[config.mk]
export PLATFORM = sky130hd
export DESIGN_NAME = fifo_sync_param
export DESIGN_NICKNAME = d
export VERILOG_FILES = /design/src/rtl/fifo_sync_param.sv
export SDC_FILE = /design/constraint.sdc
export NUM_CORES = 1
export LEC_CHECK = 0
export BUFFER_PORTS_ARGS = -buffer_cell sky130_fd_sc_hd__buf_2
export CORE_ASPECT_RATIO = 0.7
export CORE_MARGIN = 2
export CORE_UTILIZATION = 40
export CTS_CLUSTER_DIAMETER = 120
export DETAILED_ROUTE_END_ITERATION = 12
export GPL_ROUTABILITY_DRIVEN = 0
export SLEW_MARGIN = 20
export SYNTH_ARGS = -nofsm -noshare
export SYNTH_HDL_FRONTEND = slang
export SYNTH_SLANG_ARGS = --single-unit
[constraint.sdc]
create_clock -name inp_clk -period 2.5 [get_ports inp_clk]
set_input_delay 0.125 -clock inp_clk [delete_from_list [all_inputs] [get_ports inp_clk]]
set_output_delay 0.125 -clock inp_clk [all_outputs]
set_load 0.1 [all_outputs]
[src/rtl/fifo_sync_param.sv]
// Parametrised single-clock FIFO with occupancy count, programmable almost flags,
// a read-valid strobe and sticky overflow/underflow error flags.
module fifo_sync_param #(
    parameter int unsigned DATA_W    = 8,
    parameter int unsigned DEPTH     = 16,
    localparam int unsigned ADDR_W   = $clog2(DEPTH),
    parameter int unsigned AF_THRESH = DEPTH - 1,
    parameter int unsigned AE_THRESH = 1
) (
    input  logic              inp_clk,
    input  logic              reset,
    input  logic [DATA_W-1:0] inp_d,
    input  logic              write_flg,
    input  logic              read_flg,
    input  logic              err_clr,
    output logic [DATA_W-1:0] out_d,
    output logic              out_valid,
    output logic              full,
    output logic              empty,
    output logic              almost_full,
    output logic              almost_empty,
    output logic [ADDR_W:0]   count,
    output logic              overflow,
    output logic              underflow
);

    localparam logic [ADDR_W:0] DEPTH_C = (ADDR_W + 1)'(DEPTH);
    localparam logic [ADDR_W:0] AF_C    = (ADDR_W + 1)'(AF_THRESH);
    localparam logic [ADDR_W:0] AE_C    = (ADDR_W + 1)'(AE_THRESH);

    logic [DATA_W-1:0] mem_q [DEPTH];

    logic [ADDR_W-1:0] wptr_q, wptr_d;
    logic [ADDR_W-1:0] rptr_q, rptr_d;
    logic [ADDR_W:0]   count_q, count_d;
    logic [DATA_W-1:0] out_d_q, out_d_d;
    logic              out_valid_q, out_valid_d;
    logic              full_q, full_d;
    logic              empty_q, empty_d;
    logic              af_q, af_d;
    logic              ae_q, ae_d;
    logic              ovf_q, ovf_d;
    logic              udf_q, udf_d;

    logic              wr_ok;
    logic              rd_ok;
    logic              ovf_set;
    logic              udf_set;

    always_comb begin
        rd_ok   = read_flg && !empty_q;
        // A write into a full FIFO is still accepted when a read frees a slot this cycle.
        wr_ok   = write_flg && (!full_q || rd_ok);
        ovf_set = write_flg && full_q && !rd_ok;
        udf_set = read_flg && empty_q;

        wptr_d  = wr_ok ? wptr_q + ADDR_W'(1) : wptr_q;
        rptr_d  = rd_ok ? rptr_q + ADDR_W'(1) : rptr_q;
        count_d = count_q + {{ADDR_W{1'b0}}, wr_ok} - {{ADDR_W{1'b0}}, rd_ok};

        out_d_d     = rd_ok ? mem_q[rptr_q] : out_d_q;
        out_valid_d = rd_ok;

        // Flags track the next count so they line up with the registered count.
        full_d  = (count_d == DEPTH_C);
        empty_d = (count_d == '0);
        af_d    = (count_d >= AF_C);
        ae_d    = (count_d <= AE_C);

        // A new error event takes priority over a coincident clear.
        ovf_d = ovf_set ? 1'b1 : (err_clr ? 1'b0 : ovf_q);
        udf_d = udf_set ? 1'b1 : (err_clr ? 1'b0 : udf_q);
    end

    always_ff @(posedge inp_clk) begin
        if (reset) begin
            wptr_q      <= '0;
            rptr_q      <= '0;
            count_q     <= '0;
            out_d_q     <= '0;
            out_valid_q <= 1'b0;
            full_q      <= 1'b0;
            empty_q     <= 1'b1;
            af_q        <= (AF_C == '0);
            ae_q        <= 1'b1;
            ovf_q       <= 1'b0;
            udf_q       <= 1'b0;
        end else begin
            wptr_q      <= wptr_d;
            rptr_q      <= rptr_d;
            count_q     <= count_d;
            out_d_q     <= out_d_d;
            out_valid_q <= out_valid_d;
            full_q      <= full_d;
            empty_q     <= empty_d;
            af_q        <= af_d;
            ae_q        <= ae_d;
            ovf_q       <= ovf_d;
            udf_q       <= udf_d;
        end
    end

    // Storage is intentionally not reset; stale words are unreachable once pointers clear.
    always_ff @(posedge inp_clk) begin
        if (wr_ok && !reset) begin
            mem_q[wptr_q] <= inp_d;
        end
    end

    assign out_d        = out_d_q;
    assign out_valid    = out_valid_q;
    assign full         = full_q;
    assign empty        = empty_q;
    assign almost_full  = af_q;
    assign almost_empty = ae_q;
    assign count        = count_q;
    assign overflow     = ovf_q;
    assign underflow    = udf_q;

endmodule
* Word-level counts from Yosys, hierarchy flattened
Memories as Yosys holds them, arrays and structs flattened. A register that Yosys moved wholly into a read port is not among the register bits.
Cells that the tools add are included.
** Word-level totals
- Flip-flop bits (word level) :: 20
- Bits in latches :: 0
- RAM bits :: 128
- Memory bits (read-only) :: 0
- Input bits :: 13
- Output and inout bits :: 20
- Word-level logic and storage cells :: 37
- Memories :: 1
** Memories
- mem_q :: depth 16, width 8, read ports 1, clocked after memory_dff 1, write ports 1, RTL line 31 : logic [DATA_W-1:0] mem_q [DEPTH];
** Operators by class
- Add/sub/neg operators :: 4
- Multipliers :: 0
- Div/mod/pow operators :: 0
- Magnitude comparators :: 2
- Eq/ne operators :: 1
- Shift operators :: 0
- Muxes and demuxes :: 5
- Bitwise gates (word level) :: 0
- Reductions and logical operators :: 14
** Operators by type and width (number)
- $add 4x1->4 const B :: 2
- $logic_and 1x1->1 :: 6
- $add 5x1->5 :: 1
- $eq 5x5->1 const B :: 1
- $ge 5x4->1 const B :: 1
- $le 5x1->1 const B :: 1
- $logic_not 5->1 :: 1
- $mux 1 :: 5
- $sub 5x1->5 :: 1
- $logic_not 1->1 :: 4
- $reduce_bool 2->1 :: 2
- $logic_or 1x1->1 :: 1

* Longest topological paths before layout
- Depth in word-level cells :: 7
- Mapped depth :: 12
- Mapped depth without buffers :: 11

* Least setup slack after synthesis
OpenSTA, ideal clock, no wires.
- Path kind :: flip-flop to flip-flop
- Start point :: register empty_q (netlist: empty)
- End point :: register full_q (netlist: full)
- Setup time :: 0.091 ns
- Arrival time :: 3.015 ns
- Required time :: 2.409 ns
- Slack :: -0.606 ns
- Stages on the path, launching flop included :: 12
- Path buffers :: 1
- Period minus slack after synthesis :: 3.106 ns
- Cell sequence :: dfxtp_1 -> nand2b_1 -> buf_6 -> a21oi_1 -> inv_1 -> ha_1 -> inv_1 -> ha_1 -> fa_1 -> xor2_1 -> or3_1 -> nor4bb_1
** Between the ends
- Longest elaborated chain between the ends :: 7
** RTL lines
- from (decl) :: RTL line 39 : logic empty_q, empty_d;
- from (signal assigned) :: RTL line 95 : empty_q <= empty_d;
- $logic_not 1->1 * :: RTL line 51 : rd_ok = read_flg && !empty_q;
- $logic_and 1x1->1 * :: RTL line 51
- $logic_or 1x1->1 :: RTL line 53 : wr_ok = write_flg && (!full_q || rd_ok);
- $logic_and 1x1->1 :: RTL line 53
- $add 5x1->5 :: RTL line 59 : count_d = count_q + {{ADDR_W{1'b0}}, wr_ok} - {{ADDR_W{1'b0}}, rd_ok};
- $sub 5x1->5 * :: RTL line 59
- $eq 5x5->1 * :: RTL line 65 : full_d = (count_d == DEPTH_C);
- to (signal assigned) :: RTL line 94 : full_q <= full_d;
- to (decl) :: RTL line 38 : logic full_q, full_d;
Every way passes the cells marked *; elsewhere a longest branch is shown, timed or not.
A chain may end at the register's enable or synchronous reset.

* Worst setup path after layout
Same ends and word-level chain as after synthesis.

==> metrics <==
outcome finished, final reports clean; Gate power share 24.3%; maximum clock rate 0.406 GHz; area growth from synthesis to layout 18.0%; Final Hold Fails 0; first-pass iteration count of the detailed router 4; Leakage 2.50 nW; Final Skew 0.00715 ns; # port buffers 32; WS Path Type reg -> reg; fin crit share 98.6%; RSZ-0062 raised after global routing true; Slowest-stage cell, CP fa_2; Switching Share 33.8%; detailed placement HPWL 8.44 mm; final net count 488; Mapped Cells 404; Max IR drop VDD 0.585 mV; final wirelength 13.4 mm; die footprint 16800 sq um; fin area 7420 sq um; CTS Buf Count 17; Slew Limit Fails 0; DRC violations left 0; Vias per Instance 5.16; starting density of the core 40.7%; root buf cell clkbuf_16; ys flop type edfxtp_1; first-pass GRT wire length 20.6 mm; Seq. cell area 4410 sq um; H-tree depth 4; number of distinct library cells after synthesis 41; top cell type's share of synthesized area 61.1%; non-filler cells, final 677; Final setup viols 0; Period minus WS final 2.46 ns; drt wl/cell 19.8 microns; Max Cap Violations 0; antenna-violating nets left 0; number of synthesized flops with an enable pin 128; placed cell count 642; CP delay by family, top adder cells; CP Capture Type flop; Cell Area, Synth 6290 sq um; setup ws final 0.0358 ns; Slew @ Worst Pin 0.682 ns; count leader, synth edfxtp_1; CP max FO 5; gr usage total 16.9%; max incr delay on CP 0.37 ns; Die X 154 microns; n_diodes 0; DP Area 6780 sq um; CP Launch Type flop; fillcell total 1295; largest area contributor in the netlist edfxtp_1; clock share of power 34.1%; total gr overflow 0; total core area 15500 sq um; # rows 38; IO Pins 33; post-synthesis sequential area ratio 70.1%; initial antenna violation count 0; TritonCTS Sinks 156; flop and latch count out of synthesis 156; Mapped Nets 428; top cells by count, synth edfxtp_1 (128), mux2i_1 (65), a22oi_1 (32), dfxtp_1 (28), nor2_1 (27); via count 3493; Worst-Skew Late Latency 0.42 ns; TritonCTS clock tree done; largest net degree at the start of global routing 67; Worst-path clk slew 0.07 ns; PwrDens 992 nW/um^2; Die H 109 microns; Hold Path Class in -> reg; P_int 4.87 mW; 1st-iter DRT viols 291; area of the multi-input gates 1720 sq um; sequential group share of total power 41.6%; Ys Warns 0; syn avg cell area 15.6 sq um; Worst slew margin 54.3%; layout cell share with drive strength beyond 1 24.1%; asr flop ratio synth 0%; Critical Path RT 2.81 ns; top post-synthesis cells by area edfxtp_1 (61%), mux2i_1 (10%), dfxtp_1 (8.9%); WP buf/inv 2; number of global-route vias before repair 3529; pre-CTS WS 0.0102 ns; worst-path cell chain nand2b_4, a21oi_4, inv_2, ha_4, inv_2, ha_4, fa_2, a21o_1, a21oi_2, xnor2_2, nor4bb_2; CP arrival 2.78 ns; worst-case clock buffer depth 2; Switching Power 2.49 mW
## stage by stage
step           hold WS, ns  util, %  power (mW)  setup TNS, ns
4_1_cts             0.0130     47.7        7.32        -0.0148
3_3_place_gp         0.409     43.9        4.74              0
5_1_grt             0.0433     48.0        7.65         -0.125
3_5_place_dp         0.414     43.9        4.78              0
2_1_floorplan        0.224        -        4.43         -0.125
6_report            0.0244     48.0        7.36              0
## logic make-up (layout without fill, tap and decap cells)
kind of cell	after synthesis	count (layout)	share of synthesized area, %
mux	65	65	10.4
simple gates	75	75	5.47
compound gates	52	52	6.57
fa+ha+maj	11	11	2.31
flops	156	156	70.1
buf+inv	35	108	3.72
xor+xnor	10	10	1.51
## power by group through the flow
| stage | Combinational [mW] | Sequential [mW] | Clock, mW |
|---|---|---|---|
| 3_5_place_dp | 1.67 | 3.11 | 0 |
| 4_1_cts | 1.71 | 3.06 | 2.55 |
| 5_1_grt | 1.90 | 3.07 | 2.67 |
| 3_3_place_gp | 1.63 | 3.10 | 0 |
| 2_1_floorplan | 0.684 | 3.74 | 0 |
| 6_report | 1.79 | 3.06 | 2.51 |
## cell usage in the layout, fill, tap and decap left out, types with 2 or more instances in the layout
| cell | instances |
|---|---|
| clkinvlp_4 | 2 |
| a21o_1 | 2 |
| nor2_1 | 26 |
| dfxtp_1 | 25 |
| a32oi_1 | 8 |
| buf_2 | 32 |
| nand3_1 | 12 |
| and2_1 | 2 |
| inv_8 | 3 |
| edfxtp_1 | 128 |
| nand2b_1 | 2 |
| a22oi_1 | 32 |
| inv_2 | 3 |
| xnor2_1 | 4 |
| nor2_2 | 2 |
| ha_4 | 2 |
| nand2_1 | 18 |
| a211oi_1 | 2 |
| xor2_1 | 3 |
| nor2b_1 | 3 |
| dfxtp_4 | 2 |
| mux2i_1 | 65 |
| inv_1 | 11 |
| a21oi_2 | 2 |
| clkinv_4 | 2 |
| buf_4 | 28 |
| ha_1 | 8 |
| inv_6 | 6 |
| nor3_1 | 4 |
| clkbuf_16 | 17 |
| xor2_2 | 2 |
## tightest hold or removal path, delay by kind of cell
| family | cells | cell delay (ns) |
|---|---|---|
| AOI/OAI and AO/OA | 1 | 0.05 |
| buffers and inverters | 2 | 0.15 |
| and+or+nand+nor | 1 | 0.07 |
## per-layer routing
layer | GRT usage (%) | vias to the layer above | share of wire (%)
met5 | 0 | - | 0
met4 | 6.01 | 0 | 0.96
met3 | 3.66 | 13 | 5.0
met2 | 25.1 | 75 | 44
met1 | 24.7 | 1750 | 50
li1 | - | 1655 | -
## worst paths after layout
check	startpoint	endpoint	slack, ns	cells past startpoint
worst max-delay path	empty$_SDFF_PP1_	full$_SDFF_PP0_	0.04	11
worst min register to register	out_d[6]$_SDFFE_PP0P_	out_d[6]$_SDFFE_PP0P_	0.47	2
worst max register to register	empty$_SDFF_PP1_	full$_SDFF_PP0_	0.04	11
worst min-delay path	err_clr	overflow$_SDFFE_PP0P_	0.02	4
## sequential cells by signal (all words and copies together) (netlist names), 4 cells and up
name	cells
wptr_q	4
count	5
rptr_q	4
mem_q	128
out_d	8
## cell type report
| class | count | area share (%) |
|---|---|---|
| clock inverter | 14 | 2.01 |
| clock buffer | 18 | 5.79 |
| tap | 200 | 3.37 |
| inverter | 14 | 0.708 |
| sequential | 156 | 59.5 |
| timing repair buffer | 62 | 5.40 |
| multi-input combinational | 213 | 23.2 |
## what timing repair did
action                                 4_1_cts  5_1_grt
resized for setup                            0        7
hold buffers                                 1        0
setup endpoints to repair                    1        5
pin swaps                                    4        3
endpoints found under the hold margin        1        0
buffers inserted                             1        1
Note: power is estimated with default switching activity, not from simulation.
